--- src/rtl/motors_pkg.sv ---
// Shared definitions for the motor command controller.
// Latency: n/a (types, constants and a helper only).
// Backpressure: n/a.
//
// Holds the controller state enum, the default parameter values used by
// motors_cmd_ctrl, and the helper that locates a per-motor slice in a
// packed per-motor bus.
package motors_pkg;

  localparam int DEF_NUM_MOTORS  = 4;
  localparam int DEF_THR_W       = 11;
  localparam int DEF_THR_MAX     = 2047;
  localparam int DEF_WDOG_CYCLES = 10000000;
  localparam int DEF_SLEW_STEP   = 64;

  typedef enum logic [1:0] {
    ST_DISARMED = 2'd0,
    ST_ARMED    = 2'd1,
    ST_FAILSAFE = 2'd2
  } motors_state_e;

  // LSB position of element idx in a packed bus of width-bit elements.
  // Called with elaboration-time constants, so it folds away entirely.
  function automatic int unsigned thr_lsb(input int unsigned idx, input int unsigned width);
    return idx * width;
  endfunction

endpackage

--- src/rtl/motors_wdog.sv ---
// Command watchdog: flags when the armed controller has gone too long without a commit.
// Latency: expired is combinational from the count; count updates one cycle after clear/enable.
// Backpressure: none; clear always wins over counting.
//
// Ports:
//   aclk, aresetn : clock, async active-low reset
//   clear         : restart the count (a commit was seen)
//   enable        : count only while high (controller armed)
//   expired       : high while enabled and the count sits at CYCLES-1
module motors_wdog
  import motors_pkg::*;
#(
  parameter int CYCLES = DEF_WDOG_CYCLES
) (
  input  logic aclk,
  input  logic aresetn,
  input  logic clear,
  input  logic enable,
  output logic expired
);

  localparam int CW = (CYCLES > 1) ? $clog2(CYCLES) : 1;

  logic [CW-1:0] cnt;

  assign expired = enable && (cnt == CW'(CYCLES - 1));

  // The count parks at CYCLES-1 once expired; the controller leaves ARMED
  // on that edge, and every way back into ARMED passes through a clear.
  always_ff @(posedge aclk or negedge aresetn) begin
    if (!aresetn) begin
      cnt <= '0;
    end else if (clear) begin
      cnt <= '0;
    end else if (enable && !expired) begin
      cnt <= cnt + 1'b1;
    end
  end

endmodule

--- src/rtl/motors_cmd_ctrl.sv ---
// Motor command controller: turns committed register values into per-motor arm/telemetry/throttle.
// Latency: 1 cycle from reg_commit to updated outputs plus cmd_valid pulse.
// Backpressure: none; every honoured commit or failsafe entry produces exactly one cmd_valid.
//
// Ports:
//   aclk, aresetn  : clock, async active-low reset
//   reg_arm/reg_tlm: 32-bit request words, bit i for motor i (bits >= NUM_MOTORS ignored)
//   reg_thr        : NUM_MOTORS 32-bit throttle words, clamped to THR_MAX
//   reg_commit     : one-cycle strobe that samples the request registers
//   arm/tlm/throttle/cmd_valid/failsafe : registered command outputs
// Build option: define MOTORS_SLEW_LIMIT_EN to rate-limit throttle increases
// to SLEW_STEP per commit (decreases still apply immediately).
module motors_cmd_ctrl
  import motors_pkg::*;
#(
  parameter int NUM_MOTORS  = DEF_NUM_MOTORS,
  parameter int THR_W       = DEF_THR_W,
  parameter int THR_MAX     = DEF_THR_MAX,
  parameter int WDOG_CYCLES = DEF_WDOG_CYCLES,
  parameter int SLEW_STEP   = DEF_SLEW_STEP
) (
  input  logic                        aclk,
  input  logic                        aresetn,
  input  logic [31:0]                 reg_arm,
  input  logic [31:0]                 reg_tlm,
  input  logic [NUM_MOTORS*32-1:0]    reg_thr,
  input  logic                        reg_commit,
  output logic [NUM_MOTORS-1:0]       arm,
  output logic [NUM_MOTORS-1:0]       tlm,
  output logic [NUM_MOTORS*THR_W-1:0] throttle,
  output logic                        cmd_valid,
  output logic                        failsafe
);

  motors_state_e              state;
  logic [NUM_MOTORS-1:0]       arm_req;
  logic [NUM_MOTORS-1:0]       tlm_req;
  logic                        arm_any;
  logic [NUM_MOTORS*THR_W-1:0] thr_upd;
  logic                        wd_expired;

  assign arm_req = reg_arm[NUM_MOTORS-1:0];
  assign tlm_req = reg_tlm[NUM_MOTORS-1:0];
  assign arm_any = |arm_req;

  // Request bits above the motor count carry no meaning here.
  logic unused_hi_bits;
  assign unused_hi_bits = ^{reg_arm[31:NUM_MOTORS], reg_tlm[31:NUM_MOTORS]};

`ifndef MOTORS_SLEW_LIMIT_EN
  localparam int unused_slew_step = SLEW_STEP;
`endif

  for (genvar i = 0; i < NUM_MOTORS; i++) begin : g_motor
    logic [31:0]      word;
    logic [THR_W-1:0] tgt;
    logic [THR_W-1:0] thr_next;

    assign word = reg_thr[thr_lsb(i, 32) +: 32];
    // Compare on the full 32-bit word so large values clamp instead of wrapping.
    assign tgt  = (word > 32'(THR_MAX)) ? THR_W'(THR_MAX) : word[THR_W-1:0];

`ifdef MOTORS_SLEW_LIMIT_EN
    logic [THR_W-1:0] cur;
    logic [32:0]      ceil_v;
    assign cur    = throttle[thr_lsb(i, THR_W) +: THR_W];
    // Wide sum so cur+SLEW_STEP cannot wrap; the truncating branch is only
    // taken when the ceiling is below tgt, hence within THR_W bits.
    assign ceil_v = 33'(cur) + 33'(SLEW_STEP);
    assign thr_next = (33'(tgt) <= ceil_v) ? tgt : cur + THR_W'(SLEW_STEP);
`else
    assign thr_next = tgt;
`endif

    // A motor whose arm bit is clear always gets zero throttle.
    assign thr_upd[thr_lsb(i, THR_W) +: THR_W] = arm_req[i] ? thr_next : '0;
  end

  motors_wdog #(
    .CYCLES (WDOG_CYCLES)
  ) u_wdog (
    .aclk    (aclk),
    .aresetn (aresetn),
    .clear   (reg_commit),
    .enable  (state == ST_ARMED),
    .expired (wd_expired)
  );

  always_ff @(posedge aclk or negedge aresetn) begin
    if (!aresetn) begin
      state     <= ST_DISARMED;
      arm       <= '0;
      tlm       <= '0;
      throttle  <= '0;
      cmd_valid <= 1'b0;
      failsafe  <= 1'b0;
    end else begin
      cmd_valid <= 1'b0;
      case (state)
        ST_DISARMED, ST_ARMED: begin
          // A commit takes priority over a watchdog expiry in the same cycle.
          if (reg_commit) begin
            cmd_valid <= 1'b1;
            tlm       <= tlm_req;
            if (arm_any) begin
              state    <= ST_ARMED;
              arm      <= arm_req;
              throttle <= thr_upd;
            end else begin
              state    <= ST_DISARMED;
              arm      <= '0;
              throttle <= '0;
            end
          end else if (wd_expired) begin
            state     <= ST_FAILSAFE;
            arm       <= '0;
            tlm       <= '0;
            throttle  <= '0;
            failsafe  <= 1'b1;
            cmd_valid <= 1'b1;
          end
        end
        ST_FAILSAFE: begin
          // Only an explicit all-disarm commit leaves failsafe; arm attempts are dropped.
          if (reg_commit && !arm_any) begin
            state     <= ST_DISARMED;
            failsafe  <= 1'b0;
            cmd_valid <= 1'b1;
            tlm       <= tlm_req;
          end
        end
        default: state <= ST_DISARMED;
      endcase
    end
  end

endmodule

--- config.mk ---
export PLATFORM = sky130hd
export DESIGN_NAME = motors_cmd_ctrl
export DESIGN_NICKNAME = d
export VERILOG_FILES = /design/src/rtl/motors_pkg.sv /design/src/rtl/motors_wdog.sv /design/src/rtl/motors_cmd_ctrl.sv
export SDC_FILE = /design/constraint.sdc
export NUM_CORES = 1
export LEC_CHECK = 0
export BUFFER_PORTS_ARGS = -buffer_cell sky130_fd_sc_hd__buf_2
export CELL_PAD_IN_SITES_DETAIL_PLACEMENT = 0
export CELL_PAD_IN_SITES_GLOBAL_PLACEMENT = 1
export CORE_UTILIZATION = 31
export DETAILED_ROUTE_END_ITERATION = 6
export GPL_TIMING_DRIVEN = 1
export PLACE_DENSITY_LB_ADDON = 0.3
export SLEW_MARGIN = 0
export SYNTH_ARGS = -nofsm -noshare
export SYNTH_HDL_FRONTEND = slang
export SYNTH_SLANG_ARGS = --single-unit
--- constraint.sdc ---
create_clock -name aclk -period 3.51 [get_ports aclk]
set_input_delay 1.053 -clock aclk [delete_from_list [all_inputs] [get_ports aclk]]
set_output_delay 1.053 -clock aclk [all_outputs]
set_load 0.02 [all_outputs]
==> run metrics <==
die area=12,500 um2; Post-CTS Resized=0; worst setup path class=reg -> reg; Post-CTS Setup Inserts=0; port buffer count=192; drt via density=4.94; Synth area leader=dfrtp_1; vias in the first global route=3,633; TNS Setup=0 ps; Ant. Diodes=0; CORE AREA=11,600 um2; total grt overflow=0; Pwr Density=450 nW/um2; drt pass-1 iters=6; Area Growth Syn to Fin=36.9%; Synth Instances=409; share of post-route cells with drive strength above 1=0.360; clock latency on the worst-skew pair=330 ps; area fraction of the dominant cell type after synthesis=0.534; Async S/R FF share, synth=1.00; LEAKAGE=2.50 nW; routability congestion estimate=0.743; drt drc=1; CTS max path bufs=2; CP startpoint kind=register; critical path capture point type=register; Chip Height=112 um; # rows=39; RSZ-0062 raised after global routing=no; largest net degree at the start of global routing=81; Final nets=788; fin crit share=0.791; failing checks=design-rule violations; Max Cap Viol=0; worst min-delay path class=reg -> reg; CTS tree=done; Sequential Power Share=0.440; Starting Density=0.323; synth warn=0; Final Max Tran Viols=0; initial antenna violation count=0; H-tree Lvls=3; Worst Slack Setup Final=732 ps; post-place setup slack=702 ps; final WL=10.4 mm; status=finished, violations left; CP required=3690 ps; Internal Power=1.69 mW; Slew headroom=0.310; Mean Syn Cell Area=9.16 um2; Combinational Power Share=0.143; ys flop type=dfrtp_1; Routed Antenna Nets=0; DR WL/cell=14.0 um; clock power share=0.417; commonest non-fill, non-tap cells in the layout=191 x buf_2, 80 x dfrtp_1, 66 x nand2_1, 66 x nor2_1, 44 x o22ai_1; DRT iter0 DRCs=144; post-detail-place hpwl=7.40 mm; mapped cell area=3750 um2; global-route wire length before repair=17.1 mm; sequential-to-total area share from yosys stat=0.534; TritonCTS Buffers=9; synthesis-stage register bit count=80; # fillers=1,190; switching part of the total power=0.269; Die Wd=112 um; detailed-route via count=3,653; Root Driver=clkbuf_16; slew of the pin with the lowest slew margin=1040 ps; Worst Path Max Fanout=14; net count after synthesis=605; Overall Power=2.31 mW; Worst Skew=8.08 ps; Post-synth EDFFs=0; ranking of synthesized cells by area=dfrtp_1 53%, o22ai_1 7.3%, nand2_1 6.6%; io pins=249; Final Hold Viols=0; Worst Path Arrival=2960 ps; total global routing track utilization=0.168; most common cell after layout, fill and taps aside=buf_2; clock-pin transition on the worst setup and hold timing paths=60 ps; cts hold-fix bufs=0; final worst path period need=2780 ps; library cells used by synthesis=36; Psw=0.621 mW; # setup viols final=0; Peak VDD IR=0.000284 V; Max Fclk=0.360 GHz; # clock sinks=80
-- critical path: stages, from the launching register on --
cell,delay (ps)
dfrtp_1,430
or4_1,530
or4_1,560
nor3_4,610
a21oi_1,310
mux2i_1,210
-- synthesized netlist by cell type, types with 2 or more instances --
cell type	count
dfrtp_1	80
inv_1	7
buf_2	4
o22ai_1	44
and4_1	2
nor2_1	66
or3_1	4
o21ai_1	2
nor2b_1	5
xor2_1	11
nor4_1	15
nand3_1	4
nand2b_1	4
nor3_1	6
o21ai_0	12
mux2i_1	5
clkbuf_1	15
nand4_1	12
xnor2_1	5
a21oi_1	8
nand2_1	66
buf_1	2
and3_1	3
or4_1	14
o31ai_1	2
-- power groups by stage --
stage | Clock [mW] | Combinational, mW | Sequential, mW
4_1_cts | 0.982 | 0.336 | 1.02
6_report | 0.962 | 0.330 | 1.02
5_1_grt | 1.02 | 0.364 | 1.02
3_3_place_gp | 0 | 0.331 | 1.03
3_5_place_dp | 0 | 0.335 | 1.03
2_1_floorplan | 0 | 0.0849 | 1.10
-- layout make-up --
cell class                      count  area, um2  share of cell area
Tap cell                          143        179              0.0349
Sequential cell                    80       2000               0.390
Clock buffer                       10        239              0.0466
Timing Repair Buffer              195        998               0.195
Multi-Input combinational cell    299       1620               0.315
Clock inverter                      6       67.6              0.0132
Inverter                            7       26.3             0.00512
-- final timing paths --
kind / startpoint / end / slack, ps / cells after the start
max: u_wdog.cnt[16]$_DFFE_PN0P_ / tlm[2]$_DFFE_PN0P_ / 730 / 5
min: arm[0]$_DFFE_PN0P_ / arm[0]$_DFFE_PN0P_ / 520 / 2
max reg2reg: u_wdog.cnt[16]$_DFFE_PN0P_ / tlm[2]$_DFFE_PN0P_ / 730 / 5
min reg2reg: arm[0]$_DFFE_PN0P_ / arm[0]$_DFFE_PN0P_ / 520 / 2
max in group asynchronous: aresetn / throttle[42]$_DFFE_PN0P_ / 1940 / 1
min in group asynchronous: aresetn / throttle[4]$_DFFE_PN0P_ / 910 / 1
-- stage by stage --
step,area [um2],std cells,utilization,hold WS [ps]
finish,5130,740,0.442,524
global route,5130,740,0.442,546
CTS,5130,740,0.442,529
detailed placement,4820,724,0.415,519
global placement,4820,724,0.415,511
floorplan,3750,409,-,476
-- logic make-up after synthesis --
group | synth area share
buffers and inverters | 0.0344
flip-flops | 0.534
XOR/XNOR | 0.0374
multiplexers | 0.0134
adder cells (fa/ha/maj) | 0.00334
AO/OA/AOI/OAI | 0.116
AND/OR/NAND/NOR | 0.261
-- layer usage --
layer  global-route usage  vias to the layer above  share of wire
li1                     -                     1816              -
met1                0.213                     1718           0.42
met2                0.273                      108           0.49
met3               0.0642                       11          0.076
met4               0.0373                        0          0.012
met5                    0                        -              0
-- flip-flops by register name, indices dropped and copies added, names as in the netlist --
signal / flops
tlm: 4
state: 2
throttle: 44
failsafe: 1
cmd_valid: 1
u_wdog.cnt: 24
arm: 4
No activity file was read; power rests on OpenSTA's default activity.
